--- config.mk ---
export PLATFORM = sky130hd
export DESIGN_NAME = uart_tx_flat
export DESIGN_NICKNAME = d
export VERILOG_FILES = /design/src/rtl/uart_tx_pkg.sv /design/src/rtl/uart_tx_if.sv /design/src/rtl/uart_baud_tick.sv /design/src/rtl/uart_tx.sv /design/src/flat_wrapper.sv
export SDC_FILE = /design/constraint.sdc
export NUM_CORES = 1
export LEC_CHECK = 0
export BUFFER_PORTS_ARGS = -buffer_cell sky130_fd_sc_hd__buf_4
export CORE_ASPECT_RATIO = 1.5
export CORE_MARGIN = 2
export CORE_UTILIZATION = 55
export DETAILED_ROUTE_END_ITERATION = 8
export PLACE_DENSITY = 0.77
export SLEW_MARGIN = 20
export SYNTH_ARGS = -nofsm -noshare
export SYNTH_HDL_FRONTEND = slang
export SYNTH_HIERARCHICAL = 1
export SYNTH_SLANG_ARGS = --single-unit
--- constraint.sdc ---
create_clock -name i_clk -period 2.7 [get_ports i_clk]
set_input_delay 0.135 -clock i_clk [delete_from_list [all_inputs] [get_ports i_clk]]
set_output_delay 0.135 -clock i_clk [all_outputs]
set_load 0.02 [all_outputs]
--- src/rtl/uart_tx_pkg.sv ---
// Shared definitions for the UART transmitter (and the matching receiver).
//   state_t        : frame state encoding IDLE/START/DATA/PARITY/STOP
//   LINE_IDLE      : level of the serial line between frames
//   START_BIT      : level driven during the start bit
//   STOP_BIT       : level driven during the stop bit(s)
//   frame_clks()   : clock cycles from acceptance to frame completion
package uart_tx_pkg;

  typedef enum logic [2:0] {
    ST_IDLE   = 3'd0,
    ST_START  = 3'd1,
    ST_DATA   = 3'd2,
    ST_PARITY = 3'd3,
    ST_STOP   = 3'd4
  } state_t;

  localparam logic LINE_IDLE = 1'b1;
  localparam logic START_BIT = 1'b0;
  localparam logic STOP_BIT  = 1'b1;

  function automatic int frame_clks(int clks_per_bit, int data_bits,
                                    int parity_en, int stop_bits);
    return (1 + data_bits + parity_en + stop_bits) * clks_per_bit;
  endfunction

endpackage

--- src/rtl/uart_tx_if.sv ---
// Parallel-side handshake plus serial/status outputs of the UART transmitter.
//   data  : word to send (sampled on acceptance)
//   valid : data is valid
//   ready : transmitter can accept a word
//   tx    : serial line, idles high
//   busy  : frame in progress
//   done  : one-cycle pulse at frame completion
// master = word source, slave = transmitter.
interface uart_tx_if #(
  parameter int DATA_BITS = 8
);
  logic [DATA_BITS-1:0] data;
  logic                 valid;
  logic                 ready;
  logic                 tx;
  logic                 busy;
  logic                 done;

  modport master (output data, valid, input ready, tx, busy, done);
  modport slave  (input data, valid, output ready, tx, busy, done);
endinterface

--- src/rtl/uart_baud_tick.sv ---
// Bit-period timer.
//   i_clk   : system clock
//   i_rst   : asynchronous active-high reset
//   i_clear : restart the bit period (counter back to zero)
//   o_tick  : high in the last cycle of each bit period
module uart_baud_tick #(
  parameter int CLKS_PER_BIT = 4
) (
  input  logic i_clk,
  input  logic i_rst,
  input  logic i_clear,
  output logic o_tick
);

  localparam int CW = (CLKS_PER_BIT > 1) ? $clog2(CLKS_PER_BIT) : 1;
  localparam logic [CW-1:0] LAST = CW'(CLKS_PER_BIT - 1);

  logic [CW-1:0] cnt;

  // Reloads at the bit boundary, so it never runs past LAST.
  always_ff @(posedge i_clk or posedge i_rst) begin
    if (i_rst)                 cnt <= '0;
    else if (i_clear || o_tick) cnt <= '0;
    else                       cnt <= cnt + 1'b1;
  end

  assign o_tick = (cnt == LAST);

endmodule

--- src/rtl/uart_tx.sv ---
// UART transmitter: start bit, DATA_BITS data bits LSB first, optional even
// parity, STOP_BITS stop bits.
//   i_clk : system clock, rising edge
//   i_rst : asynchronous active-high reset
//   bus   : uart_tx_if slave (data/valid/ready handshake, tx, busy, done)
module uart_tx
  import uart_tx_pkg::*;
#(
  parameter int CLKS_PER_BIT = 4,
  parameter int DATA_BITS    = 8,
  parameter int PARITY_EN    = 0,
  parameter int STOP_BITS    = 1
) (
  input  logic      i_clk,
  input  logic      i_rst,
  uart_tx_if.slave  bus
);

  if (CLKS_PER_BIT < 1 || DATA_BITS < 5 || DATA_BITS > 9 ||
      (PARITY_EN != 0 && PARITY_EN != 1) ||
      (STOP_BITS != 1 && STOP_BITS != 2)) begin : g_bad_params
    $error("uart_tx: illegal parameter value");
  end

  localparam int BW = $clog2(DATA_BITS + 1);
  localparam logic [BW-1:0] LAST_BIT  = BW'(DATA_BITS - 1);
  localparam logic          LAST_STOP = 1'(STOP_BITS - 1);

  state_t               state, state_nx;
  logic [BW-1:0]        bit_cnt;
  logic                 stop_cnt;
  logic                 armed;
  logic [DATA_BITS-1:0] shreg;
  logic                 par;
  logic                 tick;
  logic                 accept;
  logic                 last_stop;

  uart_baud_tick #(.CLKS_PER_BIT(CLKS_PER_BIT)) u_baud (
    .i_clk   (i_clk),
    .i_rst   (i_rst),
    .i_clear (accept || (state == ST_IDLE)),
    .o_tick  (tick)
  );

  // Final cycle of the final stop bit: the frame completes here and a new
  // word can be taken on the closing edge, so frames abut with no idle gap.
  assign last_stop = (state == ST_STOP) && tick && (stop_cnt == LAST_STOP);
  assign accept    = bus.valid && bus.ready;

  assign bus.ready = armed && ((state == ST_IDLE) || last_stop);
  assign bus.done  = last_stop;
  assign bus.busy  = (state != ST_IDLE);

  always_comb begin
    case (state)
      ST_START:  bus.tx = START_BIT;
      ST_DATA:   bus.tx = shreg[0];
      ST_PARITY: bus.tx = par;
      ST_STOP:   bus.tx = STOP_BIT;
      default:   bus.tx = LINE_IDLE;
    endcase
  end

  always_comb begin
    state_nx = state;
    case (state)
      ST_IDLE:   if (accept) state_nx = ST_START;
      ST_START:  if (tick) state_nx = ST_DATA;
      ST_DATA:   if (tick && bit_cnt == LAST_BIT)
                   state_nx = (PARITY_EN != 0) ? ST_PARITY : ST_STOP;
      ST_PARITY: if (tick) state_nx = ST_STOP;
      ST_STOP:   if (last_stop) state_nx = accept ? ST_START : ST_IDLE;
      default:   state_nx = ST_IDLE;
    endcase
  end

  // Control state
  always_ff @(posedge i_clk or posedge i_rst) begin
    if (i_rst) begin
      state    <= ST_IDLE;
      bit_cnt  <= '0;
      stop_cnt <= 1'b0;
      armed    <= 1'b0;
    end else begin
      state <= state_nx;
      armed <= 1'b1;
      if (state == ST_START && tick)     bit_cnt <= '0;
      else if (state == ST_DATA && tick) bit_cnt <= bit_cnt + 1'b1;
      if (last_stop)                      stop_cnt <= 1'b0;
      else if (state == ST_STOP && tick)  stop_cnt <= stop_cnt + 1'b1;
    end
  end

  // Datapath: word and its parity captured only on acceptance
  always_ff @(posedge i_clk) begin
    if (accept) begin
      shreg <= bus.data;
      par   <= ^bus.data;
    end else if (state == ST_DATA && tick) begin
      shreg <= shreg >> 1;
    end
  end

endmodule

--- src/flat_wrapper.sv ---
// flat-port wrapper written by rule: the top's interface ports become plain ports
module uart_tx_flat import uart_tx_pkg::*;
#(
  parameter int CLKS_PER_BIT = 4,
  parameter int DATA_BITS    = 8,
  parameter int PARITY_EN    = 0,
  parameter int STOP_BITS    = 1
)
  (i_clk, i_rst, bus_data, bus_valid, bus_ready, bus_tx, bus_busy, bus_done);
  uart_tx_if #(.DATA_BITS(DATA_BITS)) bus_i ();
  input  logic i_clk;
  input  logic i_rst;
  input wire logic [$bits(bus_i.data)-1:0] bus_data;
  input wire logic [$bits(bus_i.valid)-1:0] bus_valid;
  output wire logic [$bits(bus_i.ready)-1:0] bus_ready;
  output wire logic [$bits(bus_i.tx)-1:0] bus_tx;
  output wire logic [$bits(bus_i.busy)-1:0] bus_busy;
  output wire logic [$bits(bus_i.done)-1:0] bus_done;
  assign bus_i.data = bus_data;
  assign bus_i.valid = bus_valid;
  assign bus_ready = bus_i.ready;
  assign bus_tx = bus_i.tx;
  assign bus_busy = bus_i.busy;
  assign bus_done = bus_i.done;
  uart_tx #(.CLKS_PER_BIT(CLKS_PER_BIT), .DATA_BITS(DATA_BITS), .PARITY_EN(PARITY_EN), .STOP_BITS(STOP_BITS)) u_core (.i_clk(i_clk), .i_rst(i_rst), .bus(bus_i));
endmodule
; ---- Word-level counts from Yosys, hierarchy flattened
; Index checks and enable logic that the tools add are counted.
[classes]
addsub = 3
n_eq_ne = 11
n_mux = 15
bitwise_logic = 1
n_reduce_logical = 17
[ops]
columns = op, n
row1 = 8-bit 2-to-1 mux, 2
row2 = 3-bit 2-to-1 mux, 5
row3 = 3-bit one-hot mux with 5 select lines, 1
row4 = 2-bit by 1-bit != test with 1-bit output (second input constant), 5
row5 = 4-bit 2-to-1 mux, 2
row6 = 8-bit XOR reduction, 1
row7 = 1-bit logical AND, 7
row8 = 3-bit by 2-bit == test with 1-bit output (second input constant), 2
row9 = 2-bit nonzero test, 3
row10 = 5-bit AND reduction, 1
row11 = 4-bit by 1-bit adder with 4-bit output (second input constant), 1
row12 = 4-bit by 3-bit == test with 1-bit output (second input constant), 1
row13 = 3-bit by 1-bit == test with 1-bit output (second input constant), 1
row14 = 3-bit == test (second input constant), 1
row15 = 3-bit zero test, 1
row16 = 1-bit logical OR, 3
row17 = 1-bit 2-to-1 mux, 3
row18 = 1-bit one-hot mux with 3 select lines, 1
row19 = 3-bit nonzero test, 1
row20 = 2-bit by 1-bit adder with 2-bit output (second input constant), 1
row21 = 2-bit == test (second input constant), 1
row22 = 2-bit 2-to-1 mux, 1
row23 = 1-bit adder (second input constant), 1
row24 = 1-bit NOT, 1
[word_totals]
regBits = 20
inputBits = 11
out_inout_bits = 4
word_cells = 54

; ---- Depth between registers and ports, before layout
; Gate-level depths: netlist of the first run.
[logic_depth]
ltp_word = 9
ltp_mapped = 6
depth_no_buf = 5

; ---- Modules after synthesis
; The synthesis of the first run kept the hierarchy.
[modules_own_cells]
columns = module, n_inst, cells_each, area_each_um2, seq_area_each_um2
row1 = uart_tx, 1, 86, 1023.5, 495.5
row2 = uart_baud_tick, 1, 6, 88.8, 50.0

; ---- Worst setup path after synthesis of the first run
; Ideal clock, no wire load.
[synth_path]
path_kind = register to register
startpoint = reg u_core.u_baud.cnt[0]
endpoint = reg u_core.shreg[0] (enable)
setup_time_ps = 375
arrival_ps = 1688
required_ps = 2325
slack_ps = 637
path_stages_with_launch = 6
n_path_buf = 1
period_less_slack_ps = 2063
path_cell_list = dfrtp_1 > ha_1 > nand2b_2 > a2111oi_4 > buf_6 > o21bai_1
[synth_between]
elab_chain_cells = 7
elab_cells_between_ends = 8
classes_between = 1 x eq/ne / 7 x reduce/logical
[synth_lines]
columns = element, line_no
row1 = from (decl), uart_baud_tick.sv:18  ; logic [CW-1:0] cnt;
row2 = from (signal assigned), uart_baud_tick.sv:24  ; else cnt <= cnt + 1'b1;
row3 = 2-bit == test *, uart_baud_tick.sv:27  ; assign o_tick = (cnt == LAST);
row4 = named net u_core.tick, uart_tx.sv:35  ; logic tick;
row5 = 1-bit logical AND (2 in a row), uart_tx.sv:48  ; assign last_stop = (state == ST_STOP) && tick && (stop_cnt == LAST_STOP);
row6 = 1-bit logical OR, uart_tx.sv:51  ; assign bus.ready = armed && ((state == ST_IDLE) || last_stop);
row7 = 1-bit logical AND, uart_tx.sv:51
row8 = 1-bit logical AND, uart_tx.sv:49  ; assign accept = bus.valid && bus.ready;
row9 = 2-bit nonzero test (no line) *, n/a
row10 = to (signal assigned), uart_tx.sv:98  ; shreg <= bus.data;
row11 = to (signal assigned), uart_tx.sv:101  ; shreg <= shreg >> 1;
row12 = to (decl), uart_tx.sv:33  ; logic [DATA_BITS-1:0] shreg;
; The timed path passes the listed nets; every way through them passes the cells marked *.
; A chain may end at the register's enable or synchronous reset.

; ---- Worst setup path after layout of the first run
[layout_path]
startpoint = reg u_core.u_baud.cnt[0]
endpoint = reg u_core.shreg[6] (data pin)
[layout_between]
elab_chain_cells = 7
[layout_lines]
columns = element, line_no
row1 = 2-bit == test, uart_baud_tick.sv:27
row2 = named net u_core.tick, uart_tx.sv:35
row3 = 1-bit logical AND (2 in a row), uart_tx.sv:48
row4 = 1-bit logical OR, uart_tx.sv:51
row5 = 1-bit logical AND, uart_tx.sv:51
row6 = 1-bit logical AND, uart_tx.sv:49
row7 = 8-bit 2-to-1 mux, uart_tx.sv:97  ; if (accept) begin
; The timed path passes the listed nets, and every way through them passes these cells.

==> out/metrics.yaml, run 1 <==
sta:
  slew_viol_final: 0
  maxSlewHeadroom_pct: 50.4
  min_period_ps: 2050
  fin_skew_ps: 0.849
  rsz0062_at_grt: "no"
  timing.fmax_mhz: 488
  fin_crit_sh_pct: 75.9
  tightest_slew_ps: 742
  fin_tns_setup_ps: 0
  hold_viol: 0
  setup_viol: 0
die:
  core_area_sq_mm: 0.00188
  die_w_um: 40.7
  die_area_sq_mm: 0.00241
  die-height_um: 59.1
  start_util_pct: 59.2
  io_pins: 15
  row_count: 19
synth:
  synth_warnings: 6
  synth-edff-count: 9
  yosysTopAreaCell: "dfrtp_1"
  syn_area_per_cell_sq_um: 12.1
  yosysSeqAreaShare_pct: 49.0
  synth_cells: 92
  synth_area_sq_mm: 0.00111
  synth-async-reset-ratio_pct: 55.0
  synth_cell_types: 40
  synth_top_area_share_pct: 24.7
  synthTopCellsByArea: "dfrtp_1, edfxtp_1, mux2_4, xnor2_1, mux2_2"
  ys_ff_latch: 20
  synthFlopType: "dfrtp_1"
  synth_nets: 105
clocking:
  numCtsBuffers: 3
  cts_buffer_depth: 2
  root_buffer: "clkbuf_4"
  cts_resized: 0
  clk_pin_slew_ps: 110
  htree_levels: 1
  insertion_delay_ps: 310
  clock_sinks: 20
  cts_tree: "built"
critical_path:
  crit_required_ps: 2770
  path_class: "register to register"
  worstSetupEndpointType: "register"
  critPathMaxFanout: 8
  start_kind: "register"
  reg2reg_slack_ps: 650
  critical_path_arrival_ps: 2120
detailed_routing:
  dr.pass1.iters: 4
  vias: 740
  wire_per_inst_um: 14.4
  routed_via_density: 5.69
  drt_iter0_markers: 8
  drt_wl_total_um: 1870
  drc: 0
  ant_nets: 0
finish:
  drive_gt1_share_pct: 33.9
  final_area_sq_mm: 0.00128
  final_util_pct: 68.3
  nets: 123
  area_growth_pct: 15.3
  diodes: 0
placement:
  gp_congestion: 0.664
  port_buffers: 14
  place_hpwl_um: 1420
  placed_cell_area_sq_mm: 0.00124
min_path:
  min_path_type: "input pin to register"
outcome:
  status: "finished, final reports clean"
global_route:
  grt_max_degree: 17
  grt_pass1_wl_um: 2990
  overflow: 0
  grt_pass1_vias: 698
  grt_usage_pct: 18.5
  antenna_found_initial: 0
run:
  maxCapViolCount: 0
pwr:
  cellPowerDensity_mw_per_mm2: 827
  leakagePower_nw: 0.539
  vdd_ir_drop_max_v: 0.000562
[routing by layer]
metal / share of wire, % / up-vias / GRT usage [%]
met5: 0 / - / 0
met4: 1.9 / 0 / 10.0
met3: 2.6 / 4 / 2.26
met2: 51 / 13 / 30.4
met1: 45 / 354 / 22.3
li1: - / 369 / -
[worst max-delay path, cell delays in order, from the launching register on]
cell,delay (ps)
dfrtp_1,380
ha_1,190
nand2b_2,100
a2111oi_4,580
buf_4,260
mux2_4,300
[repair_timing]
item	CTS	global route
hold buffers	1	0
endpoints found under the hold margin	11	0
setup buffers	0	0
[layout by cell type (no fill, tap or decap), drive strengths merged, types with 2 or more instances in the layout]
master | synthesis | final
a22o | 3 | 3
a21oi | 2 | 2
inv | 3 | 3
mux2 | 8 | 8
xnor2 | 6 | 6
and2 | 2 | 2
nor3b | 2 | 2
nand2b | 4 | 4
nor3 | 2 | 2
edfxtp | 9 | 9
buf | 1 | 16
nand2 | 3 | 3
dfrtp | 11 | 11
nor2 | 5 | 5
xor2 | 2 | 2
nor2b | 3 | 3
ha | 2 | 2
clkbuf | 3 | 4
or2 | 2 | 2
nand3 | 3 | 3
o21bai | 2 | 2
[kinds of logic (layout without fill, tap and decap cells)]
family | after synthesis | count (layout) | synth area share (%)
buffers and inverters | 7 | 24 | 3.04
other | 1 | 1 | 0.337
AND/OR/NAND/NOR | 29 | 29 | 15.9
XOR/XNOR | 8 | 8 | 6.30
flip-flops | 20 | 20 | 49.0
multiplexers | 8 | 8 | 9.79
adder cells (fa/ha/maj) | 2 | 2 | 2.25
AO/OA/AOI/OAI | 17 | 17 | 13.4
[metrics by stage]
step / worst slack [ps] / std cells / power (W) / hold WS, ps
3_5_place_dp: 658 / 125 / 0.000892 / 5.40
4_1_cts: 626 / 130 / 0.00107 / 119
5_1_grt: 522 / 130 / 0.00112 / 124
3_3_place_gp: 694 / 125 / 0.000873 / -0.682
6_report: 652 / 130 / 0.00106 / 127
2_1_floorplan: 637 / 92 / 0.000776 / -124
[power by group]
group	leakage (nW)	internal, W	switching [W]
Sequential	0.224	0.000394	0.0000978
Clock	0.0210	0.0000824	0.0000966
Combinational	0.294	0.000206	0.000184
[final cells by class]
class                      instances  area, sq um
clock buffer                       4         36.3
fill                             139          596
inverter                           3         11.3
multi-input combinational         65          533
sequential                        20          546
tap                               21         26.3
timing repair buffer              17          130
[synthesized netlist by cell type (5+ instances only)]
cell type and n:
edfxtp_1 9, nor2_1 5, mux2_4 5, dfrtp_1 11, xnor2_1 6
[state kept, by name, indices dropped and copies added (netlist names)]
register           flops
u_core/stop_cnt        1
u_core/armed           1
u_core/bit_cnt         4
u_core/state           3
u_core/shreg           8
u_core/u_baud/cnt      2
u_core/par             1
[final timing paths]
kind / startpoint / end / depth (start not counted)
setup reg to reg: u_core/u_baud/cnt[0] / u_core/shreg[6] / 5
max in group asynchronous: i_rst / u_core/bit_cnt[1] / 3
hold reg to reg: u_core/u_baud/cnt[0] / u_core/u_baud/cnt[0] / 1
hold / removal: bus_data[7] / u_core/shreg[7] / 2
min in group asynchronous: i_rst / u_core/u_baud/cnt[1] / 3
setup / recovery: u_core/u_baud/cnt[0] / u_core/shreg[6] / 5
Note: power is estimated with default switching activity, not from simulation.
==> run 2: changes to the inputs <==
Settings changed: ABC_AREA set to 1.
Clock period 2.7 ns to 1.91 ns, I/O delays scaled along.
==> run 2 against run 1 <==
Compared with the run above:
- via count is 19% higher
- power rose by 60%
- combinational power up 87%
- utilization is 1.8 points lower
- wire length grew 17%
- cell area rose by 2.4%
- worst hold slack got worse by 17 ps
- sequential cell count did not move
- global-route usage up 2.9 points
- non-clock buffer count unchanged
- critical path depth increased by 3
- worst setup slack worse by 420 ps
==> out/metrics.yaml, run 2 <==
synth:
  synthTopCellsByCount: "nand2_1, inv_1, nand4_1, nand2_2, dfrtp_1"
  ys_ff_latch: 20
  synthTopCellsByArea: "dfrtp_1, edfxtp_1, nand4_1, nand2_1, inv_1"
  synth_area_sq_mm: 0.00113
  synth_nets: 140
  synth-async-reset-ratio_pct: 55.0
  yosysTopAreaCell: "dfrtp_1"
  synth_cell_types: 26
  synth_top_area_share_pct: 24.3
  synth-edff-count: 9
  syn_area_per_cell_sq_um: 8.92
  synthFlopType: "dfrtp_1"
  yosysSeqAreaShare_pct: 48.2
  yosysMostFrequentCell: "nand2_1"
  synth_cells: 127
  synth_warnings: 6
pwr:
  cellPowerDensity_mw_per_mm2: 1290
  total_power_w: 0.00170
  leakagePower_nw: 0.645
  vdd_ir_drop_max_v: 0.000958
critical_path:
  start_kind: "register"
  worstSetupEndpointType: "output port"
  reg2reg_slack_ps: 240
  crit_start: "u_core/state[0]"
  cpMaxStageDelayCell: "dfrtp_1"
  path_class: "register to output port"
  reg2regPathDepth: 7
  cp-endpoint: "bus_ready"
  critPathMaxStageDelay_ps: 480
  timing.rr.end: "u_core/shreg[2]"
  critical_path_arrival_ps: 1580
  r2r-start: "u_core/state[0]"
  crit_required_ps: 1810
  critPathMaxFanout: 9
  crit_chain: "inv_2 > nand2_2 > nor2_1 > inv_2 > nand2_4 > inv_1 > nor2_1 > buf_4"
global_route:
  antenna_found_initial: 0
  grt_usage_pct: 21.4
  overflow: 0
  grt_pass1_vias: 845
  grt_pass1_wl_um: 3490
  grt_max_degree: 13
detailed_routing:
  drc: 0
  routed_via_density: 5.31
  drt_iter0_markers: 24
  dr.pass1.iters: 4
  drt_wl_total_um: 2190
  wire_per_inst_um: 13.2
  vias: 882
  ant_nets: 0
sta:
  timing.fmax_mhz: 596
  fin_crit_sh_pct: 87.8
  setup_ws_ps: 233
  setup_viol: 0
  slew_viol_final: 0
  hold-worst-slack_ps: 110
  rsz0062_at_grt: "no"
  fin_skew_ps: 11.1
  min_period_ps: 1680
  hold_viol: 0
  fin_tns_setup_ps: 0
clocking:
  numCtsBuffers: 3
  root_buffer: "clkbuf_4"
  htree_levels: 1
  clk_pin_slew_ps: 120
  cts_resized: 0
  cts_buffer_depth: 2
  insertion_delay_ps: 300
  cts_tree: "built"
  clock_sinks: 20
placement:
  port_buffers: 14
  gp_congestion: 0.773
  place_hpwl_um: 1750
  place_ws_ps: 265
die:
  die-height_um: 59.6
  io_pins: 15
  core_area_sq_mm: 0.00198
  row_count: 20
  die_w_um: 41.0
  die_area_sq_mm: 0.00245
  start_util_pct: 57.3
finish:
  drive_gt1_share_pct: 27.8
  area_growth_pct: 16.0
  diodes: 0
  largest_reg_flops: 8
  nets: 158
  n_fill_cell: 168
  layout_common_cells: "nand2_1, inv_1, buf_4"
  regMostFlops: "u_core/shreg"
  largest_registers: "u_core/shreg x8, u_core/bit_cnt x4, u_core/state x3"
  layout_commonest_cell: "nand2_1"
run:
  maxCapViolCount: 0
outcome:
  status: "finished, final reports clean"
min_path:
  min_path_type: "input pin to register"
-- run 2: repair_timing --
item | 4_1_cts | 5_1_grt
hold endpoints to repair | 11 | 0
hold buffers | 1 | 0
setup buffers | 0 | 0
-- run 2: layout make-up --
cell class                 count  area [sq um]  area share (%)
clock buffer                   3          22.5            1.71
tap                           22          27.5            2.10
timing repair buffer          17           130            9.90
inverter                      22          82.6            6.29
multi-input combinational     81           475            36.2
clock inverter                 1          30.0            2.29
sequential                    20           546            41.5
-- run 2: cells by family (layout without fill, tap and decap cells) --
kind of cell    count (synthesis)  count (layout)  synth area share [%]
compound gates                  7               7                  3.43
xor+xnor                        6               6                  4.64
fa+ha+maj                       2               2                  2.21
buf+inv                        26              43                  9.83
flops                          20              20                  48.2
other cells                     1               1                 0.331
simple gates                   65              65                  31.4
-- run 2: worst max-delay path: cells and delay by family (launching register included) --
family | cells | cell delay (ps)
buf+inv | 4 | 360
simple gates | 4 | 450
flops | 1 | 480
-- run 2: where the power goes --
group / total, W / internal (W) / leakage, nW / switching [W]
Sequential: 0.000631 / 0.000560 / 0.229 / 0.0000715
Clock: 0.000340 / 0.000212 / 0.0279 / 0.000128
Combinational: 0.000727 / 0.000259 / 0.388 / 0.000468
Total: 0.00170 / 0.00103 / 0.645 / 0.000668
-- run 2: layer usage --
| metal | up-vias | GRT usage [%] | routed length (um) |
|---|---|---|---|
| li1 | 447 | - | - |
| met1 | 410 | 22.9 | 833 |
| met2 | 23 | 37.9 | 1260 |
| met3 | 2 | 3.01 | 85 |
| met4 | 0 | 10.0 | 17 |
| met5 | - | 0 | 0 |
-- run 2: stage by stage --
step	instances	area, sq um	utilization [%]
after global routing	166	1310	66.5
final	166	1310	66.5
after detailed placement	161	1250	63.3
after CTS	166	1310	66.5
after floorplan	127	1130	-
after global placement	161	1250	63.3
-- run 2: worst min path at each step --
stage	from	end	depth (start not counted)
floorplan	i_rst	u_core/u_baud/cnt[0]	1
global placement	i_rst	u_core/u_baud/cnt[1]	2
detailed placement	i_rst	u_core/u_baud/cnt[0]	2
CTS	bus_data[7]	u_core/shreg[7]	3
global route	bus_data[7]	u_core/shreg[7]	3
finish	bus_data[7]	u_core/shreg[7]	3
==> run 3: changes to the inputs <==
Settings changed: MAX_ROUTING_LAYER set to met4, REMOVE_ABC_BUFFERS set to 1.
==> run 3 against run 2 <==
Compared with the run above:
- utilization down 1.3 points
- sequential cell count unchanged
- via count down 0.45%
- die area unchanged
==> out/metrics.yaml, run 3 (synthesis gave the netlist of run 2 again) <==
critical_path:
  worstSetupEndpointType: "output port"
  start_kind: "register"
  crit_required_ps: 1810
  critPathMaxFanout: 9
  critical_path_arrival_ps: 1620
  path_class: "register to output port"
pwr:
  clkPwrFrac_pct: 13.0
  cellPowerDensity_mw_per_mm2: 1200
  intPower_w: 0.000901
  leakagePower_nw: 0.632
  p_switching_w: 0.000646
  vdd_ir_drop_max_v: 0.00101
  pwr-share-comb_pct: 46.2
  swShare_pct: 41.7
  total_power_w: 0.00155
  pwr-share-seq_pct: 40.7
detailed_routing:
  drt_iter0_markers: 27
  vias: 878
  ant_nets: 0
  dr.pass1.iters: 4
  wire_per_inst_um: 12.6
  drt_wl_total_um: 2090
  routed_via_density: 5.29
  drc: 0
sta:
  setup_viol: 0
  fin_tns_setup_ps: 0
  min_period_ps: 1720
  rsz0062_at_grt: "no"
  timing.fmax_mhz: 583
  fin_skew_ps: 2.20
  hold-worst-slack_ps: 123
  fin_crit_sh_pct: 89.8
  slew_viol_final: 0
  hold_viol: 0
clocking:
  clock_sinks: 20
  clk_pin_slew_ps: 100
  cts_tree: "built"
  root_buffer: "clkbuf_4"
  insertion_delay_ps: 290
  cts_buffer_depth: 2
  htree_levels: 1
  numCtsBuffers: 3
run:
  maxCapViolCount: 0
finish:
  layout_commonest_cell: "nand2_1"
  seq_area_sq_um: 546
  n_fill_cell: 172
  nets: 158
  largest_reg_flops: 8
  final_util_pct: 65.1
  largest_registers: "u_core/shreg x8, u_core/bit_cnt x4, u_core/state x3"
  regMostFlops: "u_core/shreg"
  final-instance-count-excl-fill: 166
  diodes: 0
  multi_input_area_sq_um: 475
  drive_gt1_share_pct: 27.1
  area_growth_pct: 13.7
  layout_common_cells: "nand2_1, inv_1, buf_4"
placement:
  place_hpwl_um: 1720
  dp_cells: 161
  port_buffers: 14
  gp_congestion: 0.729
global_route:
  grt_pass1_wl_um: 3390
  overflow: 0
  antenna_found_initial: 0
  grt_pass1_vias: 823
  grt_usage_pct: 21.6
  grt_max_degree: 12
die:
  start_util_pct: 57.3
  io_pins: 15
  die_area_sq_mm: 0.00245
  die-height_um: 59.6
  core_area_sq_mm: 0.00198
  die_w_um: 41.0
  row_count: 20
min_path:
  min_path_type: "input pin to register"
outcome:
  status: "finished, final reports clean"
run 3: cell types whose count changed in the layout (fill, tap and decap cells not counted):
cell | before | now
clkbuf_1 | 0 | 1
bufinv_16 | 1 | 0
run 3: path summary, 6_finish.rpt:
check / depth (start not counted) / slack, ps / from / to
worst max-delay path: 8 / 190 / u_core/state[0] / bus_ready
worst min-delay path: 3 / 120 / bus_data[7] / u_core/shreg[7]
worst max register to register: 7 / 240 / u_core/state[0] / u_core/shreg[0]
worst min register to register: 1 / 440 / u_core/u_baud/cnt[0] / u_core/u_baud/cnt[0]
max in group asynchronous: 3 / 1310 / i_rst / u_core/state[0]
min in group asynchronous: 3 / 210 / i_rst / u_core/u_baud/cnt[1]
run 3: area by class of cell:
type                       instances  share of cell area [%]
clock buffer                       4                    2.04
inverter                          22                    6.41
multi-input combinational         81                    36.9
sequential                        20                    42.4
tap                               22                    2.14
timing repair buffer              17                    10.1
run 3: power groups by stage:
| stage | clock [W] | combinational [W] | sequential, W |
|---|---|---|---|
| after floorplan | 0 | 0.000512 | 0.000623 |
| after global placement | 0 | 0.000697 | 0.000634 |
| after detailed placement | 0 | 0.000717 | 0.000639 |
| after CTS | 0.000213 | 0.000721 | 0.000629 |
| after global routing | 0.000226 | 0.000801 | 0.000640 |
| final | 0.000201 | 0.000715 | 0.000630 |
run 3: metrics by stage:
step	area (sq um)	setup WS, ps
floorplan	1100	274
global placement	1250	337
detailed placement	1250	260
CTS	1290	197
global route	1290	108
finish	1290	194
run 3: timing repair:
| item | 4_1_cts | 5_1_grt |
|---|---|---|
| gates resized for setup | 0 | 0 |
| hold endpoints to repair | 11 | 0 |
| setup buffers | 0 | 0 |
| hold buffers | 1 | 0 |
run 3: layer usage:
layer,wire length (um),global-route usage (%)
met2,1150,35.3
met1,795,23.8
met5,0,-
met3,108,3.01
met4,34,11.9
run 3: worst max-delay path, stage by stage, from the launching register on:
cell	delay (ps)
dfrtp_1	470
inv_2	80
nand2_2	60
nor2_2	120
nand3_2	130
nand2_4	140
inv_1	50
nor2_1	120
buf_4	160
